### src/rtl/tmp2_pkg.sv
// Shared types and constants for the Pmod TMP2 sequencer.
package tmp2_pkg;

  typedef enum logic [2:0] {
    WR_ISSUE,
    WR_ACK,
    WR_DONE,
    IDLE,
    RD_ISSUE,
    RD_ACK,
    RD_WAIT
  } state_t;

  localparam logic [1:0] TGT_CRIT = 2'd0;
  localparam logic [1:0] TGT_HYST = 2'd1;
  localparam logic [1:0] TGT_LOW  = 2'd2;
  localparam logic [1:0] TGT_HIGH = 2'd3;

  // Threshold write order, element 0 is written first: HIGH, LOW, CRIT, HYST.
  localparam logic [3:0][1:0] WR_ORDER = {TGT_HYST, TGT_CRIT, TGT_LOW, TGT_HIGH};

endpackage

### src/rtl/tmp2_timeout_ctr.sv
// Loadable down-counter with expiry flag; shared by the ack and valid waits.
module tmp2_timeout_ctr #(
  parameter int unsigned WIDTH = 20
) (
  input  logic             clk,
  input  logic             rst,
  input  logic             i_load,
  input  logic [WIDTH-1:0] i_value,
  input  logic             i_run,
  output logic             o_expired
);

  logic [WIDTH-1:0] r_cnt;

  // Load wins over counting; count saturates at zero.
  always_ff @(posedge clk) begin
    if (rst)                        r_cnt <= '0;
    else if (i_load)                r_cnt <= i_value;
    else if (i_run && r_cnt != '0)  r_cnt <= r_cnt - 1'b1;
  end

  assign o_expired = (r_cnt == '0);

endmodule

### src/rtl/tmp2_sequencer.sv
// Threshold-programming and polling sequencer for the Pmod TMP2 core.
// Optional min/max tracking is enabled by defining TMP2_MINMAX_EN.
module tmp2_sequencer
  import tmp2_pkg::*;
#(
  parameter int unsigned POLL_CYCLES = 100_000_000,
  parameter int unsigned ACK_TIMEOUT = 1_000_000,
  parameter logic [15:0] DEF_THIGH   = 16'h0C80,
  parameter logic [15:0] DEF_TLOW    = 16'h0500,
  parameter logic [15:0] DEF_TCRIT   = 16'h2000,
  parameter logic [15:0] DEF_THYST   = 16'h0005
) (
  input  logic        clk,
  input  logic        rst,
  input  logic        enable,
  input  logic        thr_load,
  input  logic [15:0] thr_high,
  input  logic [15:0] thr_low,
  input  logic [15:0] thr_crit,
  input  logic [15:0] thr_hyst,
  input  logic        busy,
  input  logic        valid_o,
  input  logic [15:0] temperature_o,
  output logic        update,
  output logic        write_temperature,
  output logic [1:0]  write_temp_target,
  output logic [15:0] temperature_i,
  output logic [15:0] temp,
  output logic        temp_valid,
  output logic        over_high,
  output logic        under_low,
  output logic        over_crit,
`ifdef TMP2_MINMAX_EN
  input  logic        minmax_clr,
  output logic [15:0] temp_min,
  output logic [15:0] temp_max,
`endif
  output logic        err_timeout
);

  localparam int unsigned TW = $clog2(ACK_TIMEOUT + 1);
  localparam int unsigned PW = $clog2(POLL_CYCLES);
  localparam logic [TW-1:0] TO_LOAD   = TW'(ACK_TIMEOUT - 1);
  localparam logic [PW-1:0] POLL_LOAD = PW'(POLL_CYCLES - 1);

  state_t        r_state, w_next;
  logic [1:0]    r_idx;
  logic [PW-1:0] r_poll;
  logic          r_pend;
  logic [15:0]   r_thigh, r_tlow, r_tcrit, r_thyst;
  logic          r_wr_stb, r_rd_stb, r_err;
  logic [1:0]    r_tgt;
  logic [15:0]   r_wval, r_temp;
  logic          r_tvalid, r_over_high, r_under_low, r_over_crit;

  logic          w_wr_stb, w_rd_stb, w_to_load, w_to_run, w_to_exp, w_err_set;
  logic          w_poll_load, w_poll_dec, w_idx_clr, w_idx_inc, w_pend_take, w_restart;
  logic [1:0]    w_tgt;
  logic [15:0]   w_wval;

  tmp2_timeout_ctr #(.WIDTH(TW)) u_timeout (
    .clk       (clk),
    .rst       (rst),
    .i_load    (w_to_load),
    .i_value   (TO_LOAD),
    .i_run     (w_to_run),
    .o_expired (w_to_exp)
  );

  // Select the target and shadow value for the current write index.
  always_comb begin
    w_tgt = WR_ORDER[r_idx];
    case (w_tgt)
      TGT_HIGH: w_wval = r_thigh;
      TGT_LOW:  w_wval = r_tlow;
      TGT_CRIT: w_wval = r_tcrit;
      default:  w_wval = r_thyst;
    endcase
  end

  // Next-state and control decode.
  always_comb begin
    w_next      = r_state;
    w_wr_stb    = 1'b0;
    w_rd_stb    = 1'b0;
    w_to_load   = 1'b0;
    w_to_run    = 1'b0;
    w_err_set   = 1'b0;
    w_poll_load = 1'b0;
    w_poll_dec  = 1'b0;
    w_idx_clr   = 1'b0;
    w_idx_inc   = 1'b0;
    w_pend_take = 1'b0;
    w_restart   = r_pend | thr_load;
    case (r_state)
      WR_ISSUE: if (!busy) begin
        w_wr_stb = 1'b1; w_to_load = 1'b1; w_next = WR_ACK;
      end
      WR_ACK: begin
        if (busy) w_next = WR_DONE;
        else if (w_to_exp) begin w_err_set = 1'b1; w_next = WR_DONE; end
        else w_to_run = 1'b1;
      end
      // A pending reload restarts at index 0 once the current write is done.
      WR_DONE: if (!busy) begin
        if (w_restart) begin
          w_pend_take = 1'b1; w_idx_clr = 1'b1; w_next = WR_ISSUE;
        end else if (r_idx == 2'd3) begin
          w_poll_load = 1'b1; w_next = IDLE;
        end else begin
          w_idx_inc = 1'b1; w_next = WR_ISSUE;
        end
      end
      IDLE: begin
        if (w_restart) begin
          w_pend_take = 1'b1; w_idx_clr = 1'b1; w_next = WR_ISSUE;
        end else if (enable) begin
          if (r_poll == '0) w_next = RD_ISSUE;
          else w_poll_dec = 1'b1;
        end
      end
      RD_ISSUE: if (!busy) begin
        w_rd_stb = 1'b1; w_to_load = 1'b1; w_next = RD_ACK;
      end
      RD_ACK: begin
        if (busy) begin w_to_load = 1'b1; w_next = RD_WAIT; end
        else if (w_to_exp) begin w_err_set = 1'b1; w_to_load = 1'b1; w_next = RD_WAIT; end
        else w_to_run = 1'b1;
      end
      // The valid wait only counts once the core has dropped busy.
      RD_WAIT: begin
        if (valid_o) begin w_poll_load = 1'b1; w_next = IDLE; end
        else if (!busy) begin
          if (w_to_exp) begin w_err_set = 1'b1; w_poll_load = 1'b1; w_next = IDLE; end
          else w_to_run = 1'b1;
        end
      end
      default: w_next = WR_ISSUE;
    endcase
  end

  // Sequencer state, write index, poll counter and reload-pending flag.
  always_ff @(posedge clk) begin
    if (rst) begin
      r_state <= WR_ISSUE;
      r_idx   <= '0;
      r_poll  <= '0;
      r_pend  <= 1'b0;
    end else begin
      r_state <= w_next;
      if (w_idx_clr)      r_idx <= '0;
      else if (w_idx_inc) r_idx <= r_idx + 1'b1;
      if (w_poll_load)     r_poll <= POLL_LOAD;
      else if (w_poll_dec) r_poll <= r_poll - 1'b1;
      r_pend <= (r_pend | thr_load) & ~w_pend_take;
    end
  end

  // Threshold shadows and sticky timeout error.
  always_ff @(posedge clk) begin
    if (rst) begin
      r_thigh <= DEF_THIGH;
      r_tlow  <= DEF_TLOW;
      r_tcrit <= DEF_TCRIT;
      r_thyst <= DEF_THYST;
      r_err   <= 1'b0;
    end else begin
      if (thr_load) begin
        r_thigh <= thr_high;
        r_tlow  <= thr_low;
        r_tcrit <= thr_crit;
        r_thyst <= thr_hyst;
      end
      if (thr_load)       r_err <= 1'b0;
      else if (w_err_set) r_err <= 1'b1;
    end
  end

  // Registered core strobes; target and value hold until the next write.
  always_ff @(posedge clk) begin
    if (rst) begin
      r_wr_stb <= 1'b0;
      r_rd_stb <= 1'b0;
      r_tgt    <= '0;
      r_wval   <= '0;
    end else begin
      r_wr_stb <= w_wr_stb;
      r_rd_stb <= w_rd_stb;
      if (w_wr_stb) begin
        r_tgt  <= w_tgt;
        r_wval <= w_wval;
      end
    end
  end

  // Latch every valid reading, in any state, with signed alarm compares.
  always_ff @(posedge clk) begin
    if (rst) begin
      r_temp      <= '0;
      r_tvalid    <= 1'b0;
      r_over_high <= 1'b0;
      r_under_low <= 1'b0;
      r_over_crit <= 1'b0;
    end else begin
      r_tvalid <= valid_o;
      if (valid_o) begin
        r_temp      <= temperature_o;
        r_over_high <= $signed(temperature_o) >= $signed(r_thigh);
        r_under_low <= $signed(temperature_o) <  $signed(r_tlow);
        r_over_crit <= $signed(temperature_o) >= $signed(r_tcrit);
      end
    end
  end

`ifdef TMP2_MINMAX_EN
  logic [15:0] r_min, r_max;

  // Min/max tracking; the sentinels make the first reading set both.
  always_ff @(posedge clk) begin
    if (rst || minmax_clr) begin
      r_min <= 16'h7FFF;
      r_max <= 16'h8000;
    end else if (valid_o) begin
      if ($signed(temperature_o) < $signed(r_min)) r_min <= temperature_o;
      if ($signed(temperature_o) > $signed(r_max)) r_max <= temperature_o;
    end
  end

  assign temp_min = r_min;
  assign temp_max = r_max;
`endif

  assign update            = r_rd_stb;
  assign write_temperature = r_wr_stb;
  assign write_temp_target = r_tgt;
  assign temperature_i     = r_wval;
  assign temp              = r_temp;
  assign temp_valid        = r_tvalid;
  assign over_high         = r_over_high;
  assign under_low         = r_under_low;
  assign over_crit         = r_over_crit;
  assign err_timeout       = r_err;

endmodule
### config.mk
export PLATFORM = sky130hd
export DESIGN_NAME = tmp2_sequencer
export DESIGN_NICKNAME = d
export VERILOG_FILES = /design/src/rtl/tmp2_pkg.sv /design/src/rtl/tmp2_timeout_ctr.sv /design/src/rtl/tmp2_sequencer.sv
export SDC_FILE = /design/constraint.sdc
export NUM_CORES = 1
export LEC_CHECK = 0
export CORE_MARGIN = 3
export CORE_UTILIZATION = 58
export DETAILED_ROUTE_END_ITERATION = 8
export PLACE_DENSITY = 0.95
export SLEW_MARGIN = 5
export SYNTH_ARGS = -nofsm -noshare
export SYNTH_HDL_FRONTEND = slang
export SYNTH_SLANG_ARGS = --single-unit
export TNS_END_PERCENT = 30
### constraint.sdc
create_clock -name clk -period 6.8 [get_ports clk]
set_input_delay 2.04 -clock clk [delete_from_list [all_inputs] [get_ports clk]]
set_output_delay 2.04 -clock clk [all_outputs]
set_load 0.01 [all_outputs]
==> impl_metrics.json, run 1 <==
{
  "crit_type": "primary input to register",
  "wl_per_cell_um": 18.6,
  "drt_pre_antenna_iters": 5,
  "die_w_um": 123,
  "grt.total_usage_pct": 29.7,
  "cap_violations": 0,
  "clock_tree.buffer_depth": 2,
  "tightest_slew_ns": 1.17,
  "whs_endpoint": "temperature_i[3]$_SDFFE_PP0P_",
  "syn_area_sq_um": 7980,
  "io_buffers": 126,
  "hold_depth": 2,
  "ys.flop_type": "dfxtp_1",
  "synthTopCellsByArea": "dfxtp_1 (40%), mux2i_1 (9.5%), ha_1 (8.6%)",
  "finalHoldViolCount": 0,
  "cts_resized": 0,
  "syn_nets": 1049,
  "clk_latency_ns": 0.43,
  "postCtsSetupBuffers": 0,
  "relSlewSlack_pct": 21.8,
  "synth_edf_count": 0,
  "power.leakage_uw": 0.00398,
  "overflow": 0,
  "clock_sinks": 158,
  "ys_seq_elements": 158,
  "yosysTopAreaCell": "dfxtp_1",
  "hold_path.class": "register to register",
  "yosysWarningCount": 0,
  "critPathLaunch": "valid_o",
  "power_uw": 2370,
  "rrSetupSlack_ns": 4.25,
  "required_ns": 7.15,
  "worstPathArrival_ns": 4.65,
  "cts_made_buffers": 17,
  "post-dp-hpwl_um": 15200,
  "syn_to_final_growth_pct": 23.8,
  "synth.top_cell.area_share_pct": 39.6,
  "cts_hold_buffers": 0,
  "grt_pass1_vias": 7229,
  "setup_viol": 0,
  "dieArea_sq_um": 15200,
  "vias": 7392,
  "pin_count": 127,
  "timing.rr.end": "u_timeout.r_cnt[17]$_SDFFE_PP0P_",
  "place_congestion": 0.876,
  "vias_per_cell": 6.20,
  "fin_crit_sh_pct": 63.3,
  "synth_area_per_cell_sq_um": 8.79,
  "maxSlewViolCount": 0,
  "ir_drop_uv": 186,
  "antenna_found_initial": 0,
  "start_util_pct": 59.8,
  "coreArea_sq_um": 13300,
  "cp_max_fo": 25,
  "syn_inst": 908,
  "setup-tns-final_ns": 0,
  "antenna_left": 0,
  "drtIter0Drc": 812,
  "hold_ws_ns": 0.453,
  "period_minus_slack_ns": 4.31,
  "ys_seq_area_share_pct": 39.6,
  "cts_tree": "yes",
  "min_from": "temperature_i[3]$_SDFFE_PP0P_",
  "fillers": 930,
  "worstRegToRegCells": 5,
  "clk_pin_slew_ns": 0.06,
  "r2r-start": "r_state[2]$_SDFFE_PP0P_",
  "drive_above_1_share_pct": 5.51,
  "grt_pass1_wl_um": 35400,
  "finalClockSkew_ns": 0.00879,
  "grt_max_degree": 76,
  "num_antenna_cells": 0,
  "htree_levels": 4,
  "status": "complete, no violations",
  "end_kind": "register",
  "power_density_nw_per_um2": 239,
  "die_y_um": 123,
  "rsz0062_at_grt": "no",
  "nNetsFinal": 1144,
  "max_freq_mhz": 232,
  "start_kind": "primary input",
  "rows": 42,
  "synth.distinct_cells": 60,
  "final_util_pct": 74.0,
  "cts.root.buffer_cell": "clkbuf_16",
  "drt-total-wl_um": 22100,
  "drc": 0,
  "async_flop_share_pct": 0
}
-- layout by cell type, fill, tap and decap left out, types with 21 or more instances in the layout --
| master | instances |
|---|---|
| o21ai_0 | 39 |
| dfxtp_1 | 158 |
| mux2i_1 | 76 |
| ha_1 | 55 |
| a21oi_1 | 73 |
| nand2_1 | 69 |
| clkdlybuf4s50_1 | 124 |
| or3_1 | 21 |
| nor2_1 | 98 |
| inv_1 | 56 |
-- cell type report --
class | instances | area, sq um | share of cell area [%]
tap | 176 | 220 | 2.23
clock inverter | 11 | 165 | 1.67
sequential | 158 | 3160 | 32.0
multi-input combinational | 640 | 4400 | 44.5
clock buffer | 21 | 440 | 4.46
inverter | 56 | 210 | 2.13
timing repair buffer | 130 | 1290 | 13.0
-- power by group --
part | internal (uW) | switching [uW]
logic | 169 | 185
clock network | 613 | 379
registers | 976 | 42.9
-- Yosys cell counts, drive strengths merged, types with 6 or more instances --
master   instances
and4             6
o211ai           9
nor4            12
nand3            7
ha              55
a2111oi          6
xnor2           13
dfxtp          158
nor2            98
or4             16
a222oi          16
buf             11
nand2           70
or3             21
inv             56
nand4           11
a31oi           14
clkbuf          43
nor3             7
a21o             9
a21oi           73
o21ai           41
mux2i           76
or2              9
o31ai           11
-- critical path, stage by stage --
cell and delay, ns:
clkdlybuf4s50_1 0.40, buf_4 0.25, nand4bb_1 0.24, a21oi_1 0.54, nand4_1 0.47, or4_1 0.54
a31oi_1 0.17
-- per-layer routing --
layer | part of all wire [%] | track usage, % | up-vias
met4 | 4.2 | 13.5 | 0
met5 | 0 | 0 | -
met2 | 48 | 49.9 | 371
met3 | 8.0 | 8.05 | 88
met1 | 39 | 35.4 | 3452
li1 | - | - | 3481
-- through the flow --
stage | instance area [sq um] | std cells | setup slack (ns)
2_1_floorplan | 7980 | 908 | 3.04
3_3_place_gp | 9280 | 1160 | 2.27
3_5_place_dp | 9280 | 1160 | 2.15
4_1_cts | 9880 | 1192 | 2.59
5_1_grt | 9880 | 1192 | 2.35
6_report | 9880 | 1192 | 2.49
-- flip-flops by register name, summed over array words and instances (netlist names) --
| register | flops |
|---|---|
| r_tcrit | 16 |
| u_timeout.r_cnt | 20 |
| over_high | 1 |
| r_poll | 27 |
| temp_valid | 1 |
| r_thyst | 16 |
| r_tlow | 16 |
| over_crit | 1 |
| err_timeout | 1 |
| r_pend | 1 |
| temperature_i | 16 |
| temp | 16 |
| update | 1 |
| r_state | 3 |
| r_idx | 2 |
| write_temp_target | 2 |
| under_low | 1 |
| r_thigh | 16 |
| write_temperature | 1 |
-- worst max-delay path by stage --
stage                                       endpoint  slack, ns  depth (start not counted)
floorplan            u_timeout.r_cnt[3]$_SDFFE_PP0P_       3.04                          6
global placement    u_timeout.r_cnt[19]$_SDFFE_PP0P_       2.27                          7
detailed placement  u_timeout.r_cnt[17]$_SDFFE_PP0P_       2.15                          7
CTS                 u_timeout.r_cnt[17]$_SDFFE_PP0P_       2.59                          7
global route        u_timeout.r_cnt[17]$_SDFFE_PP0P_       2.35                          7
finish              u_timeout.r_cnt[17]$_SDFFE_PP0P_       2.49                          7
-- cells by family (layout without fill, tap and decap cells) --
| kind of cell | Yosys count | after routing | share of synthesized area, % |
|---|---|---|---|
| simple gates | 281 | 281 | 17.6 |
| compound gates | 209 | 209 | 17.1 |
| flops | 158 | 158 | 39.6 |
| buf+inv | 110 | 218 | 5.38 |
| mux | 77 | 77 | 9.67 |
| fa+ha+maj | 55 | 55 | 8.62 |
| xor+xnor | 18 | 18 | 1.97 |
Note: power is estimated with default switching activity, not from simulation.
==> run 2: changes to the inputs <==
--- a/config.mk
+++ b/config.mk
@@ -6,9 +6,9 @@
 export NUM_CORES = 1
 export LEC_CHECK = 0
 export CORE_MARGIN = 3
-export CORE_UTILIZATION = 58
+export CORE_UTILIZATION = 54
 export DETAILED_ROUTE_END_ITERATION = 8
-export PLACE_DENSITY = 0.95
+export PLACE_DENSITY = 0.91
 export SLEW_MARGIN = 5
 export SYNTH_ARGS = -nofsm -noshare
 export SYNTH_HDL_FRONTEND = slang
==> constraint.sdc (replaced) <==
create_clock -name clk -period 4.3 [get_ports clk]
set_input_delay 1.29 -clock clk [delete_from_list [all_inputs] [get_ports clk]]
set_output_delay 1.29 -clock clk [all_outputs]
set_load 0.01 [all_outputs]
==> run 2 against run 1 <==
Net effect: sequential cell count unchanged; sequential share of layout area decreased by 0.21 points; worst setup slack got worse by 1.5 ns; design area increased by 0.65%; clock power increased by 63%; critical endpoint is now u_timeout.r_cnt[19]$_SDFFE_PP0P_; register-to-register slack got worse by 2.5 ns; critical path depth decreased by 1; clock-buffer cell count decreased by 3; sequential power increased by 58%; wire length decreased by 0.43%; non-clock buffer count increased by 4.
==> impl_metrics.json, run 2 (synthesized netlist as in run 1, its figures left out) <==
{
  "die_y_um": 128,
  "antenna_found_initial": 1,
  "path_cells": "clkdlybuf4s50_1 -> nand4bb_1 -> a21oi_1 -> nand4_1 -> or4_1 -> a31oi_1",
  "drtIter0Drc": 730,
  "grt_max_degree": 67,
  "finalClockSkew_ns": 0.00875,
  "fillers": 1047,
  "largest_reg_flops": 27,
  "syn_to_final_growth_pct": 24.6,
  "min_from": "temperature_i[0]$_SDFFE_PP0P_",
  "critPathLaunch": "valid_o",
  "cts_tree": "yes",
  "path_delay_family": "simple AND/OR/NAND/NOR gates",
  "start_kind": "primary input",
  "num_antenna_cells": 0,
  "cts.root.buffer_cell": "clkbuf_16",
  "hold_depth": 2,
  "nNetsFinal": 1148,
  "rsz0062_at_grt": "no",
  "wl_per_cell_um": 18.4,
  "die_w_um": 128,
  "io_buffers": 126,
  "post-dp-hpwl_um": 15300,
  "timing.rr.end": "u_timeout.r_cnt[19]$_SDFFE_PP0P_",
  "end_kind": "register",
  "hold_path.class": "register to register",
  "status": "complete, no violations",
  "cts_resized": 0,
  "fin_crit_sh_pct": 76.6,
  "postCtsSetupBuffers": 0,
  "rrSetupSlack_ns": 1.73,
  "drive_above_1_share_pct": 6.37,
  "cp_max_fo": 11,
  "max_freq_mhz": 303,
  "htree_levels": 4,
  "clock_tree.buffer_depth": 2,
  "clock_sinks": 158,
  "combinationalPowerShare_pct": 14.7,
  "p_seq_share_pct": 42.6,
  "layout_common_cells": "dfxtp_1 (158), clkdlybuf4s50_1 (124), nor2_1 (98), mux2i_1 (76), a21oi_1 (73)",
  "crit_type": "primary input to register",
  "antenna_left": 0,
  "drt_pre_antenna_iters": 8,
  "pin_count": 127,
  "cts_hold_buffers": 0,
  "clk_latency_ns": 0.43,
  "max_flop_register": "r_poll",
  "clk_pin_slew_ns": 0.07,
  "required_ns": 4.66,
  "slowest_stage": "or4_1",
  "grt_pass1_wl_um": 34900,
  "cts_made_buffers": 17,
  "maxSlewViolCount": 0,
  "internal_power_uw": 2800,
  "vias_per_cell": 6.09,
  "cap_violations": 0,
  "setup-tns-final_ns": 0,
  "start_util_pct": 56.4,
  "ir_drop_uv": 289,
  "overflow": 0,
  "cpPeakStageDelay_ns": 0.54,
  "grt_pass1_vias": 6897,
  "reg_top3": "r_poll: 27 flops, u_timeout.r_cnt: 20 flops",
  "drt-total-wl_um": 22100,
  "finalHoldViolCount": 0,
  "vias": 7309,
  "rows": 43,
  "whs_endpoint": "temperature_i[0]$_SDFFE_PP0P_",
  "hold_ws_ns": 0.452,
  "power_density_nw_per_um2": 381,
  "worstRegToRegCells": 5,
  "clkPwrFrac_pct": 42.7,
  "tightest_slew_ns": 1.03,
  "worstPathArrival_ns": 3.65,
  "r2r-start": "r_state[2]$_SDFFE_PP0P_",
  "dieArea_sq_um": 16300,
  "swShare_pct": 26.1,
  "drc": 0,
  "relSlewSlack_pct": 31.1,
  "coreArea_sq_um": 14100,
  "final_common_cell": "dfxtp_1",
  "power.leakage_uw": 0.00401,
  "grt.total_usage_pct": 26.9,
  "power.net_switching_uw": 989,
  "setup_viol": 0,
  "place_congestion": 0.886,
  "worst-path-buf-inv": 1,
  "period_minus_slack_ns": 3.29
}
run 2: layer usage:
| metal | GRT usage, % | vias to the layer above | wire (um) |
|---|---|---|---|
| met5 | 0 | - | 8 |
| met4 | 11.0 | 2 | 680 |
| met3 | 6.86 | 49 | 1480 |
| met2 | 45.9 | 273 | 10800 |
| met1 | 32.4 | 3507 | 9040 |
| li1 | - | 3478 | - |
run 2: worst min-delay path, stage by stage (launching register included):
cell     delay (ns)
dfxtp_1        0.31
nand2_1        0.05
a21oi_1        0.05
run 2: cell type report:
| type | instances | area [sq um] | area share (%) |
|---|---|---|---|
| multi-input cells | 640 | 4400 | 44.3 |
| repair buffers | 134 | 1320 | 13.2 |
| inverters | 56 | 210 | 2.11 |
| clock inverters | 14 | 190 | 1.91 |
| flip-flops and latches | 158 | 3160 | 31.8 |
| well taps | 180 | 225 | 2.26 |
| clock buffers | 18 | 439 | 4.42 |
run 2: how the worst max path moves through the flow:
stage               cells past startpoint  slack (ns)                                to
floorplan                               6        1.29   u_timeout.r_cnt[3]$_SDFFE_PP0P_
global placement                        6        0.75  u_timeout.r_cnt[19]$_SDFFE_PP0P_
detailed placement                      6        0.61  u_timeout.r_cnt[17]$_SDFFE_PP0P_
CTS                                     6        1.03  u_timeout.r_cnt[17]$_SDFFE_PP0P_
global route                            6        0.85  u_timeout.r_cnt[19]$_SDFFE_PP0P_
finish                                  6        1.01  u_timeout.r_cnt[19]$_SDFFE_PP0P_
run 2: metrics by stage:
stage	power [uW]	setup WS (ns)	cell area (sq um)	std cells	util, %
finish	3790	1.01	9950	1200	70.3
global route	3920	0.846	9950	1200	70.3
global placement	2160	0.753	9320	1168	65.9
floorplan	1950	1.29	7980	908	-
CTS	3790	1.03	9950	1200	70.3
detailed placement	2180	0.607	9320	1168	65.9
run 2: power groups by stage:
stage	clock network, uW	logic, uW	registers (uW)
after detailed placement	0	544	1640
after floorplan	0	325	1630
final	1620	558	1610
after global placement	0	524	1640
after global routing	1690	611	1620
after CTS	1620	555	1610
==> run 3: changes to the inputs <==
==> constraint.sdc (replaced) <==
create_clock -name clk -period 3.1 [get_ports clk]
set_input_delay 0.93 -clock clk [delete_from_list [all_inputs] [get_ports clk]]
set_output_delay 0.93 -clock clk [all_outputs]
set_load 0.01 [all_outputs]
==> run 3 against run 2 <==
Net effect: global-route usage increased by 1.4 points; wire length increased by 4.2%; combinational power increased by 43%; core utilization increased by 0.83 points; non-clock buffer count increased by 16; sequential cell count unchanged; die area unchanged; clock-buffer cell count increased by 4; power increased by 39%; hold slack got worse by 0.0026 ns; via count increased by 1.7%; clock power increased by 36%; critical endpoint is now over_crit$_SDFFE_PP0P_.
==> impl_metrics.json, run 3 (synthesized netlist as in run 1, its figures left out) <==
{
  "die_y_um": 128,
  "pre_cts_ws_ns": -0.0630,
  "finalNonFillerCells": 1216,
  "finalClockSkew_ns": 0.00749,
  "rows": 43,
  "end_kind": "register",
  "post-dp-hpwl_um": 16200,
  "coreArea_sq_um": 14100,
  "clock_sinks": 158,
  "htree_levels": 4,
  "antenna_left": 0,
  "largest_reg_flops": 27,
  "overflow": 0,
  "place_congestion": 0.855,
  "timing.rr.end": "r_poll[21]$_SDFFE_PP0P_",
  "ir_drop_uv": 406,
  "cts_made_buffers": 17,
  "setup_viol": 0,
  "maxSlewViolCount": 0,
  "grt.total_usage_pct": 28.3,
  "reg_top3": "r_poll: 27 flops, u_timeout.r_cnt: 20 flops",
  "antenna_found_initial": 0,
  "fin_crit_sh_pct": 97.4,
  "endpoint": "over_crit$_SDFFE_PP0P_",
  "wl_per_cell_um": 18.9,
  "drt_pre_antenna_iters": 8,
  "drc": 0,
  "power.leakage_uw": 0.00407,
  "rsz0062_at_grt": "no",
  "worstPathArrival_ns": 3.32,
  "hold_ws_ns": 0.449,
  "clk_pin_slew_ns": 0.06,
  "cts_tree": "yes",
  "syn_to_final_growth_pct": 26.1,
  "clock_tree.buffer_depth": 2,
  "placed_cells": 1184,
  "grt_max_degree": 58,
  "vias_per_cell": 6.11,
  "start_kind": "primary input",
  "place_area_sq_um": 9430,
  "final_common_cell": "dfxtp_1",
  "max_freq_mhz": 331,
  "hold_path.class": "register to register",
  "grt_pass1_vias": 7368,
  "rrSetupSlack_ns": 0.58,
  "dieArea_sq_um": 16300,
  "cp_max_fo": 4,
  "vias": 7431,
  "worstRegToRegCells": 5,
  "start_util_pct": 56.4,
  "crit_type": "primary input to register",
  "drtIter0Drc": 628,
  "die_w_um": 128,
  "setup-tns-final_ns": 0,
  "r2r-start": "r_poll[2]$_SDFFE_PP0P_",
  "pin_count": 127,
  "io_buffers": 126,
  "drt-total-wl_um": 23000,
  "layout_common_cells": "dfxtp_1 (158), clkdlybuf4s50_1 (124), nor2_1 (98), mux2i_1 (76), a21oi_1 (73)",
  "grt_pass1_wl_um": 36600,
  "relSlewSlack_pct": 48.1,
  "fin_area_sq_um": 10100,
  "status": "complete, no violations",
  "tightest_slew_ns": 0.778,
  "drive_above_1_share_pct": 7.53,
  "power_density_nw_per_um2": 521,
  "required_ns": 3.40,
  "period_minus_slack_ns": 3.02,
  "clk_latency_ns": 0.43,
  "num_antenna_cells": 0,
  "finalHoldViolCount": 0,
  "critPathLaunch": "temperature_o[11]",
  "postCtsSetupBuffers": 0,
  "layout_setup_ws_ns": 0.0818,
  "max_flop_register": "r_poll",
  "cts.root.buffer_cell": "clkbuf_16",
  "nNetsFinal": 1164,
  "cap_violations": 0
}
[run 3: cell count changes in the layout (fill, tap and decap cells not counted), sizes merged]
| cell | change |
|---|---|
| clkinv | -4 |
| clkbuf | +4 |
| clkinvlp | +1 |
| inv | -1 |
| buf | +16 |
[run 3: how the worst min path moves through the flow]
stage               cells after the start  slack [ns]                            start                               to
finish                                  2        0.45    temperature_i[7]$_SDFFE_PP0P_    temperature_i[7]$_SDFFE_PP0P_
global route                            2        0.46    temperature_i[7]$_SDFFE_PP0P_    temperature_i[7]$_SDFFE_PP0P_
CTS                                     2        0.45    temperature_i[7]$_SDFFE_PP0P_    temperature_i[7]$_SDFFE_PP0P_
detailed placement                      2        0.44    temperature_i[7]$_SDFFE_PP0P_    temperature_i[7]$_SDFFE_PP0P_
global placement                        2        0.44   temperature_i[14]$_SDFFE_PP0P_   temperature_i[14]$_SDFFE_PP0P_
floorplan                               2        0.44  u_timeout.r_cnt[8]$_SDFFE_PP0P_  u_timeout.r_cnt[8]$_SDFFE_PP0P_
[run 3: area by class of cell]
type                       count  area (sq um)
multi-input combinational    640          4400
fill                        1006          4090
sequential                   158          3160
timing repair buffer         150          1440
clock buffer                  22           464
tap                          180           225
inverter                      56           210
clock inverter                10           161
[run 3: stage by stage]
step | total power, uW | utilization [%]
3_5_place_dp | 3050 | 66.7
4_1_cts | 5260 | 71.1
3_3_place_gp | 3010 | 66.7
6_report | 5250 | 71.1
5_1_grt | 5430 | 71.1
2_1_floorplan | 2710 | -
[run 3: report_power, final]
part | switching (uW) | leakage, uW | total (uW) | internal, uW
logic | 415 | 0.00248 | 799 | 383
registers | 94.6 | 0.00130 | 2240 | 2140
clock network | 826 | 0.000296 | 2210 | 1390
[run 3: critical path: stages]
cell,delay [ns]
clkdlybuf4s50_1,0.50
ha_1,0.38
nand4_1,0.19
nor4_2,0.40
a21boi_0,0.39
nor4_1,0.14
nor4_1,0.39
[run 3: what timing repair did]
action	in CTS	in global routing
gates resized for setup	0	1
hold buffers	0	0
setup endpoints to repair	0	1
[run 3: metal layers]
layer	GRT usage, %	share of wire, %
met1	32.3	39
met3	8.78	7.8
met4	15.0	5.0
met5	0	0
met2	47.3	49
